==> src/rtl/bit_order_serdes.sv <==
// Parallel-to-serial / serial-to-parallel converter with a load-time bit order select.
// The transmit and receive halves run in lock-step: every bit sent has one bit received at the same index.
module bit_order_serdes #(
  parameter int WIDTH = 8
) (
  input  logic             clk,
  input  logic             rst,
  input  logic             load_valid,
  output logic             load_ready,
  input  logic [WIDTH-1:0] load_data,
  input  logic             msb_first,
  output logic             ser_out,
  output logic             ser_valid,
  input  logic             ser_in,
  output logic             out_valid,
  input  logic             out_ready,
  output logic [WIDTH-1:0] out_data,
  output logic             busy
);

  localparam int CW = (WIDTH > 1) ? $clog2(WIDTH) : 1;
  localparam logic [CW-1:0] LAST = CW'(WIDTH - 1);

  typedef enum logic [1:0] {IDLE, SHIFT, DONE} state_t;

  state_t           state_reg, state_next;
  logic [WIDTH-1:0] tx_reg, tx_next;
  logic [WIDTH-1:0] rx_reg, rx_next;
  logic [CW-1:0]    cnt_reg, cnt_next;
  logic [CW-1:0]    rx_idx;
  logic             mode_reg, mode_next;
  logic             ser_out_reg, ser_out_next;
  logic             ser_valid_reg, ser_valid_next;
  logic             out_valid_reg, out_valid_next;
  logic             busy_reg, busy_next;
  logic             load_fire;

  assign load_ready = (state_reg == IDLE) || ((state_reg == DONE) && out_ready);
  assign load_fire  = load_valid && load_ready;

  // Received bit lands at the same index that is on the wire this cycle.
  assign rx_idx = mode_reg ? (LAST - cnt_reg) : cnt_reg;

  assign ser_out   = ser_out_reg;
  assign ser_valid = ser_valid_reg;
  assign out_valid = out_valid_reg;
  assign out_data  = rx_reg;
  assign busy      = busy_reg;

  always_ff @(posedge clk or posedge rst) begin
    if (rst) begin
      state_reg     <= IDLE;
      tx_reg        <= '0;
      rx_reg        <= '0;
      cnt_reg       <= '0;
      mode_reg      <= 1'b0;
      ser_out_reg   <= 1'b0;
      ser_valid_reg <= 1'b0;
      out_valid_reg <= 1'b0;
      busy_reg      <= 1'b0;
    end else begin
      state_reg     <= state_next;
      tx_reg        <= tx_next;
      rx_reg        <= rx_next;
      cnt_reg       <= cnt_next;
      mode_reg      <= mode_next;
      ser_out_reg   <= ser_out_next;
      ser_valid_reg <= ser_valid_next;
      out_valid_reg <= out_valid_next;
      busy_reg      <= busy_next;
    end
  end

  always_comb begin
    state_next     = state_reg;
    tx_next        = tx_reg;
    rx_next        = rx_reg;
    cnt_next       = cnt_reg;
    mode_next      = mode_reg;
    ser_out_next   = ser_out_reg;
    ser_valid_next = ser_valid_reg;
    out_valid_next = out_valid_reg;
    busy_next      = busy_reg;

    case (state_reg)
      SHIFT: begin
        rx_next[rx_idx] = ser_in;
        if (cnt_reg == LAST) begin
          state_next     = DONE;
          ser_out_next   = 1'b0;
          ser_valid_next = 1'b0;
          out_valid_next = 1'b1;
        end else begin
          cnt_next     = cnt_reg + 1'b1;
          ser_out_next = mode_reg ? tx_reg[WIDTH-1] : tx_reg[0];
          tx_next      = mode_reg ? (tx_reg << 1) : (tx_reg >> 1);
        end
      end
      DONE: begin
        if (out_ready && !load_valid) begin
          state_next     = IDLE;
          out_valid_next = 1'b0;
          busy_next      = 1'b0;
        end
      end
      default: ;
    endcase

    // The first bit goes straight to the output flop; the shift register keeps the rest.
    if (load_fire) begin
      state_next     = SHIFT;
      mode_next      = msb_first;
      ser_out_next   = msb_first ? load_data[WIDTH-1] : load_data[0];
      tx_next        = msb_first ? (load_data << 1) : (load_data >> 1);
      cnt_next       = '0;
      rx_next        = '0;
      ser_valid_next = 1'b1;
      out_valid_next = 1'b0;
      busy_next      = 1'b1;
    end
  end

endmodule

==> config.mk <==
export PLATFORM = sky130hd
export DESIGN_NAME = bit_order_serdes
export DESIGN_NICKNAME = d
export VERILOG_FILES = /design/src/rtl/bit_order_serdes.sv
export SDC_FILE = /design/constraint.sdc
export NUM_CORES = 1
export LEC_CHECK = 0
export ABC_AREA = 1
export CORE_UTILIZATION = 26
export CTS_BUF_LIST = sky130_fd_sc_hd__clkbuf_4 sky130_fd_sc_hd__clkbuf_8
export DETAILED_ROUTE_END_ITERATION = 6
export HOLD_SLACK_MARGIN = 0.1
export SLEW_MARGIN = 25
export SYNTH_ARGS = -nofsm -noshare
export SYNTH_HDL_FRONTEND = slang
export SYNTH_SLANG_ARGS = --single-unit
==> constraint.sdc <==
create_clock -name clk -period 1.6 [get_ports clk]
set_clock_uncertainty 0.2 [all_clocks]
set_input_delay 0.16 -clock clk [delete_from_list [all_inputs] [get_ports clk]]
set_output_delay 0.16 -clock clk [all_outputs]
set_load 0.01 [all_outputs]
==> impl_results.md <==
- Die footprint: roughly 6800 um2
- Setup-failing EPs final: 0
- Placer Congestion: approximately 0.79
- Number of global-route vias before repair: about 1400
- Dpl cell area: around 2100 um2
- Critical path startpoint category: register
- Global-route wire length before repair: approximately 6000 um
- Largest net degree at the start of global routing: 26
- Crit share post-route: 0.975
- Worst Path Buf+Inv: 2
- Distinct cells, synth: 24
- Cells after synthesis: about 240
- Worst path required time: about 1.2 ns
- GRT Util Overall: 0.113
- Final Core Density: 0.372
- Family with the most delay on the worst path: flip-flops
- Grt total ovfl: 0
- Vias: about 1500
- Layout cells sized above 1: 0.183
- Routed len/inst: 9.88 um
- Core Rows: 28
- Most frequent cells in the layout: nand2_1, dfrtp_1, clkdlybuf4s50_1
- Worst path max stage delay: 0.42 ns
- PortBufs: 26
- Clock sinks: 25
- Die H: between 80 and 90 um
- VDD IR max: a little under 0.0006 V
- Worst-path clk slew: 0.10 ns
- Mapped cell area: between 1500 and 2000 um2
- Remaining routing DRC violations: 0
- CP endpoint kind: primary output
- Cell Pwr Density: approximately 1900 nW/um2
- LEAKAGE: around 1.2 nW
- CP cell instances: a21oi_1 -> buf_4 -> clkdlybuf4s15_2
- Max-cap viol count: 0
- Min-Delay Path Class: register to register
- Crit path DAT: between 1 and 1.5 ns
- Detail Placement HPWL: around 2700 um
- Tightest Pin Transition: ~0.33 ns
- Die width: around 82 um
- Starting Density: 0.276
- Final Power: roughly 4.3 mW
- Min Hold Slack: about 0.28 ns
- N_diodes: 0
- Starting DRT DRC Count: 69
- Setup TNS: 0 ns
- Most common cell after layout, fill and taps aside: nand2_1
- Initial antenna violation count: 0
- Hold path depth: 2
- Reg area: around 630 um2
- Reg2Reg Launch Point: cnt_reg[1]$_DFFE_PP0P_
- Fillers: 662
- YS warnings: 0
- Net Count, Synth: around 260
- CTS buffer count: 3
- Area occupied by multi-input gates: 908 um2
- Fin. Hold Viols: 0
- Hold path startpoint: tx_reg[1]$_DFFE_PP0P_
- CP Class: register to primary output
- R2R cell count: 8
- Slowest stage cell, crit path: dfrtp_1
- CTS tree: done
- Crit path max fanout: 4
- P&R area growth vs syn: 34.8%
- Synth Register Bits: 25
- Worst reg-to-reg setup slack: around 0.090 ns
- First drt pass iteration count: 4
- H-Tree Depth: 1
- Register area share after synthesis: 0.374
- NumNets Final: roughly 300
- Core box area: 6060 um2
- Fin. max-slew vios: 0
- Status: complete, no violations
- DRT Wirelength: about 3500 um
- Worst r2r dst: tx_reg[7]$_DFFE_PP0P_
- Clk buf depth: 2
- Fmax: 641 MHz
- IO Pins: 27
- Antenna Nets Post-Route: 0
- Clock latency at the later pin of the worst-skew pair: about 0.27 ns
- Vias/cell: around 4.2
- RSZ-0062 raised after global routing: yes
- Mean Syn Cell Area: 6.94 um2
- Worst Hold End: tx_reg[1]$_DFFE_PP0P_
- Layout Cell Area excl Fill: ~2300 um2
- Min Clock Period, post-route: 1.56 ns
- Clock Root Buffer: clkbuf_8
- Slew margin rel.: 0.780
## worst register-to-register path, cell delays in order (launching register included)
cell     delay (ns)
dfrtp_1        0.40
ha_2           0.19
ha_2           0.17
inv_2          0.07
nand2_4        0.08
nand2_8        0.10
buf_12         0.12
nor2_4         0.03
a21oi_2        0.09
## logic make-up after synthesis
kind of cell | Yosys count | share of synthesized area
compound gates | 13 | 0.0427
fa+ha+maj | 2 | 0.0150
buf+inv | 34 | 0.106
flops | 25 | 0.374
simple gates | 167 | 0.463
## where the power goes
part           internal (mW)  switching, mW  total, mW  leakage [nW]
sequential             0.915          0.197       1.11         0.307
combinational           1.26           1.52       2.78         0.859
clock                  0.183          0.226      0.409        0.0261
## area by class of cell
class                      instances  share of cell area
sequential                        25               0.278
clock inverter                     1             0.00389
tap                               75              0.0416
timing repair buffer              48               0.209
inverter                          25              0.0461
multi-input combinational        182               0.403
clock buffer                       3              0.0183
## synth_stat cells (all sizes together)
cell / instances / area (um2)
nor2: 10 / 110
nand3b: 1 / 7.51
o21ai: 10 / 50.1
buf: 8 / 73.8
a21oi: 2 / 13.8
nand2: 134 / 541
ha: 2 / 25.0
o31ai: 1 / 7.51
clkbuf: 1 / 3.75
dfrtp: 25 / 626
nand3: 22 / 115
inv: 25 / 98.9
## metal layers
layer | GRT usage | part of all wire | vias up
met5 | 0 | 0 | -
met1 | 0.152 | 0.48 | 669
met2 | 0.193 | 0.48 | 15
met3 | 0.0176 | 0.032 | 4
met4 | 0.0211 | 0.0054 | 0
li1 | - | - | 822
## through the flow
stage          setup WS [ns]  cells
5_1_grt              -0.0247    359
4_1_cts              0.00761    353
2_1_floorplan         0.0172    241
3_3_place_gp          -0.232    348
6_report              0.0398    359
3_5_place_dp          -0.236    348
## timing repair
action	in CTS	in global routing
setup buffers	0	5
endpoints found under the setup margin	2	22
pin swaps	0	3
hold endpoints to repair	25	0
hold buffers	1	0
gates resized for setup	4	16
gates cloned	0	1
## worst max path at each step
stage	start	cells after the start	endpoint
detailed placement	out_ready	5	load_ready
global route	state_reg[0]$_DFFE_PP0P_	3	load_ready
global placement	out_ready	5	load_ready
floorplan	cnt_reg[1]$_DFFE_PP0P_	8	tx_reg[7]$_DFFE_PP0P_
finish	state_reg[0]$_DFFE_PP0P_	3	load_ready
CTS	cnt_reg[0]$_DFFE_PP0P_	8	cnt_reg[0]$_DFFE_PP0P_
Note: power is estimated with default switching activity, not from simulation.
